<file path="config.mk">
export PLATFORM = sky130hd
export DESIGN_NAME = serial_sub_ctrl
export DESIGN_NICKNAME = d
export VERILOG_FILES = /design/src/rtl/serial_sub_ctrl_pkg.sv /design/src/rtl/serial_sub_ctrl_fs_1bit.sv /design/src/rtl/serial_sub_ctrl.sv
export SDC_FILE = /design/constraint.sdc
export NUM_CORES = 1
export LEC_CHECK = 0
export CAP_MARGIN = 20
export CORE_ASPECT_RATIO = 1.5
export CORE_MARGIN = 3
export CORE_UTILIZATION = 45
export DETAILED_ROUTE_END_ITERATION = 8
export GPL_ROUTABILITY_DRIVEN = 0
export HOLD_SLACK_MARGIN = 0.03
export PLACE_DENSITY = 0.71
export REMOVE_ABC_BUFFERS = 1
export SETUP_SLACK_MARGIN = 0.5
export SYNTH_ARGS = -nofsm -noshare
export SYNTH_HDL_FRONTEND = slang
export SYNTH_SLANG_ARGS = --single-unit
</file>
<file path="constraint.sdc">
create_clock -name clk_in -period 3 [get_ports clk_in]
set_input_delay 0.6 -clock clk_in [delete_from_list [all_inputs] [get_ports clk_in]]
set_output_delay 0.6 -clock clk_in [all_outputs]
set_load 0.01 [all_outputs]
</file>
<file path="src/rtl/serial_sub_ctrl_pkg.sv">
// Shared definitions for the bit-serial subtractor: state encodings and state width.
package serial_sub_ctrl_pkg;

  localparam int SUB_STATE_W = 2;

  localparam logic [SUB_STATE_W-1:0] SUB_IDLE = 2'd0;
  localparam logic [SUB_STATE_W-1:0] SUB_RUN  = 2'd1;
  localparam logic [SUB_STATE_W-1:0] SUB_DONE = 2'd2;

  typedef enum logic [SUB_STATE_W-1:0] {
    S_IDLE = SUB_IDLE,
    S_RUN  = SUB_RUN,
    S_DONE = SUB_DONE
  } sub_state_e;

endpackage

</file>
<file path="src/rtl/serial_sub_ctrl_fs_1bit.sv">
// Combinational 1-bit full subtractor cell: diff = a - b - bin, with borrow out.
module fs_1bit (
  input  logic a_in,
  input  logic b_in,
  input  logic borrow_in,
  output logic diff_out,
  output logic borrow_out
);

  assign diff_out   = a_in ^ b_in ^ borrow_in;
  assign borrow_out = (~a_in & b_in) | (~(a_in ^ b_in) & borrow_in);

endmodule

</file>
<file path="src/rtl/serial_sub_ctrl.sv">
// Bit-serial subtractor controller: one fs_1bit cell walked LSB-first over WIDTH bits.
// Optional signed-overflow flag (ovf_out) enabled by defining SERIAL_SUB_OVF_EN.
module serial_sub_ctrl
  import serial_sub_ctrl_pkg::*;
#(
  parameter int WIDTH = 8
) (
  input  logic             clk_in,
  input  logic             rst_in,
  input  logic             start_in,
  input  logic [WIDTH-1:0] a_in,
  input  logic [WIDTH-1:0] b_in,
  output logic             busy_out,
  output logic             done_out,
  output logic [WIDTH-1:0] diff_out,
  output logic             borrow_out
`ifdef SERIAL_SUB_OVF_EN
  ,
  output logic             ovf_out
`endif
);

  localparam int CNT_W = $clog2(WIDTH);
  localparam logic [CNT_W-1:0] CNT_LAST = CNT_W'(WIDTH - 1);

  sub_state_e       state_q, state_d;
  logic [WIDTH-1:0] a_sh_q, a_sh_d;
  logic [WIDTH-1:0] b_sh_q, b_sh_d;
  logic             brw_q, brw_d;
  logic [CNT_W-1:0] cnt_q, cnt_d;
  logic [WIDTH-1:0] diff_q, diff_d;
  logic             borrow_q, borrow_d;
  logic             cell_diff, cell_brw;
  logic [WIDTH-1:0] res_next;
`ifdef SERIAL_SUB_OVF_EN
  logic             a_msb_q, a_msb_d;
  logic             b_msb_q, b_msb_d;
  logic             ovf_q, ovf_d;
`endif

  fs_1bit u_fs (
    .a_in       (a_sh_q[0]),
    .b_in       (b_sh_q[0]),
    .borrow_in  (brw_q),
    .diff_out   (cell_diff),
    .borrow_out (cell_brw)
  );

  // The minuend register doubles as the result shift register: each consumed
  // LSB frees the MSB slot that receives the new diff bit.
  assign res_next = {cell_diff, a_sh_q[WIDTH-1:1]};

  always_comb begin
    state_d  = state_q;
    a_sh_d   = a_sh_q;
    b_sh_d   = b_sh_q;
    brw_d    = brw_q;
    cnt_d    = cnt_q;
    diff_d   = diff_q;
    borrow_d = borrow_q;
`ifdef SERIAL_SUB_OVF_EN
    a_msb_d  = a_msb_q;
    b_msb_d  = b_msb_q;
    ovf_d    = ovf_q;
`endif
    case (state_q)
      S_IDLE: begin
        if (start_in) begin
          a_sh_d  = a_in;
          b_sh_d  = b_in;
          brw_d   = 1'b0;
          cnt_d   = '0;
          state_d = S_RUN;
`ifdef SERIAL_SUB_OVF_EN
          a_msb_d = a_in[WIDTH-1];
          b_msb_d = b_in[WIDTH-1];
`endif
        end
      end
      S_RUN: begin
        a_sh_d = res_next;
        b_sh_d = {1'b0, b_sh_q[WIDTH-1:1]};
        brw_d  = cell_brw;
        if (cnt_q == CNT_LAST) begin
          state_d  = S_DONE;
          diff_d   = res_next;
          borrow_d = cell_brw;
`ifdef SERIAL_SUB_OVF_EN
          ovf_d    = (a_msb_q != b_msb_q) && (cell_diff != a_msb_q);
`endif
        end else begin
          cnt_d = cnt_q + CNT_W'(1);
        end
      end
      S_DONE:  state_d = S_IDLE;
      default: state_d = S_IDLE;
    endcase
  end

  always_ff @(posedge clk_in) begin
    if (rst_in) begin
      state_q  <= S_IDLE;
      a_sh_q   <= '0;
      b_sh_q   <= '0;
      brw_q    <= 1'b0;
      cnt_q    <= '0;
      diff_q   <= '0;
      borrow_q <= 1'b0;
`ifdef SERIAL_SUB_OVF_EN
      a_msb_q  <= 1'b0;
      b_msb_q  <= 1'b0;
      ovf_q    <= 1'b0;
`endif
    end else begin
      state_q  <= state_d;
      a_sh_q   <= a_sh_d;
      b_sh_q   <= b_sh_d;
      brw_q    <= brw_d;
      cnt_q    <= cnt_d;
      diff_q   <= diff_d;
      borrow_q <= borrow_d;
`ifdef SERIAL_SUB_OVF_EN
      a_msb_q  <= a_msb_d;
      b_msb_q  <= b_msb_d;
      ovf_q    <= ovf_d;
`endif
    end
  end

  assign busy_out   = (state_q != S_IDLE);
  assign done_out   = (state_q == S_DONE);
  assign diff_out   = diff_q;
  assign borrow_out = borrow_q;
`ifdef SERIAL_SUB_OVF_EN
  assign ovf_out    = ovf_q;
`endif

endmodule

</file>
==> Word-level counts from Yosys, hierarchy flattened <==
Cells that the tools add are included.
{ "classes": {"n_bitwise": 7, "reduce_logical": 7, "muxes": 12, "eq_ne": 6, "addsub": 1} }
{ "ops": {"columns": ["op", "count"], "rows": [
  ["case mux 8 bit (2 select lines)", 2],
  ["two-way mux 8 bit", 2],
  ["two-way mux 3 bit", 2],
  ["inequality test 2 bit, second input constant", 3],
  ["case mux 3 bit (2 select lines)", 1],
  ["AND reduction 2 bit", 3],
  ["two-way mux 2 bit", 2],
  ["case mux 2 bit (2 select lines)", 1],
  ["nonzero test 2 bit", 2],
  ["adder 3 x 1 -> 3 bit, second input constant", 1],
  ["equality test 3 bit, second input constant", 1],
  ["AND reduction 3 bit", 1],
  ["bitwise AND 1 bit", 2],
  ["equality test 2 x 1 -> 1 bit, second input constant", 1],
  ["equality test 2 bit, second input constant", 1],
  ["zero test 2 bit", 1],
  ["NOT 1 bit", 2],
  ["case mux 1 bit (2 select lines)", 1],
  ["bitwise XOR 1 bit", 2],
  ["two-way mux 1 bit", 1],
  ["OR 1 bit", 1]
]} }
{ "word_totals": {"word_cells": 40, "regBits": 31} }

==> Depth between registers and ports, before layout <==
{ "depth": {"word_depth": 5, "ltp_mapped": 6, "depth_no_buf": 5} }

==> Modules after synthesis <==
A second synthesis with hierarchy kept.
{ "unflattened": {"cells_unflattened": 135, "area_unflattened_um2": 1421.4} }
{ "by_module_without_submodules": {"columns": ["mod", "instances", "area_each_um2", "cells_per_inst", "seq_area_each_um2"], "rows": [
  ["serial_sub_ctrl", 1, 1390.1, 131, 620.6],
  ["fs_1bit", 1, 31.3, 4, 0.0]
]} }

==> Worst setup path before layout <==
No wires, ideal clock.
{ "synth_path": {"kind": "register to register", "from": "register cnt_q[0]", "to": "register diff_q[0], in the netlist diff_out[0]", "setup_ns": 0.128, "arrival_time_ns": 1.255, "slack_ns": 1.617, "path_buffers": 1, "synth_period_minus_slack_ns": 1.383, "path_stages_with_launch": 7, "path_cell_list": "dfxtp_1 ha_1 ha_1 nand3b_1 buf_4 mux2i_1 nor2_1"} }
{ "synth_via": {"elab_chain_len": 2} }
{ "synth_rtl": {"columns": ["item", "line", "source"], "rows": [
  ["from (decl)", "serial_sub_ctrl.sv:30", "logic [CNT_W-1:0] cnt_q, cnt_d;"],
  ["from (signal assigned)", "serial_sub_ctrl.sv:119", "cnt_q <= cnt_d;"],
  ["equality test 3 bit", "serial_sub_ctrl.sv:84", "if (cnt_q == CNT_LAST) begin"],
  ["AND reduction 2 bit (no line)", null, null],
  ["to (signal assigned)", "serial_sub_ctrl.sv:120", "diff_q <= diff_d;"],
  ["to (decl)", "serial_sub_ctrl.sv:31", "logic [WIDTH-1:0] diff_q, diff_d;"]
]} }
Every way passes these cells.
A chain may end at the register's enable or synchronous reset.

==> Worst setup path in the final report <==
{ "layout_path": {"from": "register state_q[0]", "to": "output port busy_out"} }
{ "layout_via": {"elab_chain_len": 1} }
{ "layout_rtl": {"columns": ["item", "line", "source"], "rows": [
  ["from (decl)", "serial_sub_ctrl.sv:26", "sub_state_e state_q, state_d;"],
  ["from (signal assigned)", "serial_sub_ctrl.sv:115", "state_q <= state_d;"],
  ["nonzero test 2 bit", "serial_sub_ctrl.sv:130", "assign busy_out = (state_q != S_IDLE);"],
  ["to (decl)", "serial_sub_ctrl.sv:13", "output logic busy_out,"]
]} }
Every way passes these cells.

==> run_results.csv <==
group,metric,value,unit
outcome,status,"finished clean",
critical_path,max_stage_delay,0.59,ns
global_routing,grt_pass1_vias,1114,
min_path,hp-class,"reg2reg",
timing,setup_viol,0,
detailed_routing,drt-initial-drc-count,15,
critical_path,r2r_slack,1.07,ns
critical_path,worst_setup_path_end_kind,"output port",
layout,fillers,274,
clock_network,postCtsHoldBufs,0,
place,place_area,1720,um^2
synth,synthCells,141,
critical_path,cp.arrival,1.59,ns
clock_network,clock_latency,0.27,ns
critical_path,critical_path_class,"reg2out",
floorplanning,die_x,52.7,um
critical_path,crit_cells,2,
synth,ys_types,27,
power_and_ir_drop,power-per-cell-area,484,nW/um^2
detailed_routing,avgViaCountPerCell,5.24,
layout,seqCellArea,621,um^2
synth,ys_warn_count,0,
layout,syn_to_final_growth,22.4,%
critical_path,cp-endpoint,"busy_out",
clock_network,clk_pin_slew,0.06,ns
timing,hold_viol,0,
critical_path,cp_slowest_cell,"dfxtp_1",
global_routing,grt_pass1_wl,4670,um
global_routing,grt_max_degree,32,
clock_network,post_cts_buffers,0,
clock_network,cts.sinks,31,
critical_path,crit_fanout,13,
timing,tightestPinTransition,0.589,ns
timing,fin_crit,2.19,ns
layout,final_nets,189,
timing,slew_viol_final,0,
timing,fin_worst_skew,0.00274,ns
clock_network,numCtsBuffers,5,
detailed_routing,firstDrtPassIters,4,
job,drv_cap,0,
timing,tns,0,ns
global_routing,antenna_found_initial,0,
floorplanning,dieArea,4010,um^2
place,dpl.hpwl,1880,um
critical_path,startpoint_type,"register",
critical_path,rr_endpoint,"borrow_out",
critical_path,cpLargestDelayFamily,"flip-flops",
global_routing,grt-ovfl-total,0,
detailed_routing,wl_per_cell,12.8,um
critical_path,cp_cell_sequence,"or2_2, clkdlybuf4s50_1",
floorplanning,ioPinCount,30,
synth,syn_area,1470,um^2
clock_network,cts_tree,"done",
timing,fmaxAchievable,457,MHz
timing,rsz0062_at_grt,"false",
place,port_buffers,29,
detailed_routing,drc,0,
power_and_ir_drop,leakage,0.736,nW
critical_path,reg2reg_depth,5,
critical_path,crit_buf_inv,1,
global_routing,grt_usage,15.1,%
detailed_routing,ant_nets,0,
timing,slew_headroom,60.6,%
critical_path,startpoint,"state_q[0]",
timing,post-route-period-util,73.0,%
synth,yosysSeqAreaShare,42.1,%
synth,synth.avg_cell_area,10.5,um^2
layout,multiInputGateArea,737,um^2
critical_path,crit_required,2.40,ns
layout,drive_gt1_share,18.5,%
floorplanning,start_util,48.6,%
detailed_routing,wirelength,2640,um
clock_network,cts_max_level,2,
clock_network,clk_path_buf_depth,2,
critical_path,r2r_start,"cnt_q[0]",
floorplanning,core_region_area,3030,um^2
layout,num_antenna_cells,0,
detailed_routing,vias,1085,
clock_network,clockRootBuffer,"clkbuf_8",
floorplanning,fp.dieH,76.1,um
power_and_ir_drop,ir_drop,424,uV
clock_network,post_cts_resized,0,
layout,finish.instance_area,1800,um^2
synth,ys_ff_latch,31,
floorplanning,row_count,24,
logic make-up after synthesis:
group                      count (synthesis)  synth area share (%)
and+or+nand+nor                           44                  14.6
adders and majority gates                  3                  3.06
buffers and inverters                     15                  7.89
DFF                                       31                  42.1
AOI/OAI and AO/OA                         24                  16.0
muxes                                     24                  16.3
where the power goes:
| group | internal [mW] | total [mW] | switching (mW) |
|---|---|---|---|
| registers | 0.434 | 0.453 | 0.0191 |
| clock network | 0.162 | 0.303 | 0.141 |
| logic | 0.0639 | 0.118 | 0.0539 |
| total | 0.660 | 0.874 | 0.214 |
cell type report:
| cell class | count | area share (%) |
|---|---|---|
| clock buffer | 7 | 4.23 |
| clock inverter | 1 | 0.277 |
| inverter | 3 | 0.624 |
| multi-input combinational | 95 | 40.8 |
| sequential | 31 | 34.4 |
| tap | 39 | 2.70 |
| timing repair buffer | 31 | 16.9 |
worst reg2reg max path, cell delays in order, from the launching register on:
cell	delay [ns]
dfxtp_1	0.38
ha_1	0.17
ha_1	0.28
nand3b_1	0.46
or2_2	0.46
a21oi_1	0.12
sequential cells by signal, summed over array words and instances, names as in the netlist:
name and flops:
a_sh_q 8, b_sh_q 8, diff_out 8, cnt_q 3, state_q 2, borrow_out 1
brw_q 1
cell usage after synthesis:
cell type / n / area (um^2)
buf_2: 2 / 10.0
ha_1: 2 / 25.0
nand3_1: 4 / 20.0
a21oi_1: 2 / 10.0
nor2_1: 18 / 67.6
dfxtp_1: 31 / 621
nor2_2: 9 / 56.3
clkbuf_1: 3 / 11.3
buf_12: 1 / 20.0
or2_2: 2 / 12.5
buf_4: 1 / 7.51
nand2_1: 5 / 18.8
fa_1: 1 / 20.0
o21bai_2: 1 / 11.3
a31oi_1: 3 / 18.8
a2bb2oi_1: 2 / 17.5
inv_1: 3 / 11.3
a211oi_1: 5 / 37.5
buf_6: 5 / 56.3
nand3b_1: 1 / 7.51
nor4b_1: 1 / 8.76
o21ba_4: 1 / 16.3
a211oi_2: 10 / 125
nand2b_1: 2 / 12.5
nor2b_1: 1 / 6.26
mux2i_1: 24 / 240
nor3_1: 1 / 5.00
worst min-delay path by stage:
| stage | end | cells past startpoint | slack [ns] | startpoint |
|---|---|---|---|---|
| after CTS | borrow_out | 2 | 0.48 | borrow_out |
| after detailed placement | borrow_out | 2 | 0.47 | borrow_out |
| after floorplan | cnt_q[1] | 2 | 0.45 | cnt_q[1] |
| final | borrow_out | 2 | 0.47 | borrow_out |
| after global routing | borrow_out | 2 | 0.49 | borrow_out |
| after global placement | borrow_out | 2 | 0.45 | borrow_out |
layout by cell type (no fill, tap or decap), types with 3 or more instances in the layout:
master / count
dfxtp_1: 31
clkdlybuf4s50_1: 29
mux2i_1: 24
nor2_1: 18
a211oi_2: 10
nor2_2: 9
nand2_1: 5
a211oi_1: 5
clkbuf_8: 5
nand3_1: 4
inv_1: 3
a31oi_1: 3
per-layer routing:
layer  track usage, %  vias to the layer above  part of all wire [%]
met5                0                        -                     0
met4             6.91                        0                   1.4
met3             4.70                        6                   5.8
met2             25.2                       30                    50
met1             16.8                      506                    42
li1                 -                      543                     -
metrics by stage:
step	worst slack [ns]	total power [mW]	hold slack (ns)	utilization [%]	instances
floorplan	1.00	0.530	0.452	-	129
global placement	1.08	0.578	0.449	56.8	199
detailed placement	1.04	0.581	0.468	56.8	199
CTS	0.811	0.888	0.477	59.5	207
global route	0.718	0.926	0.487	59.5	207
finish	0.810	0.874	0.467	59.5	207
Power figures use the tool's default switching activity.
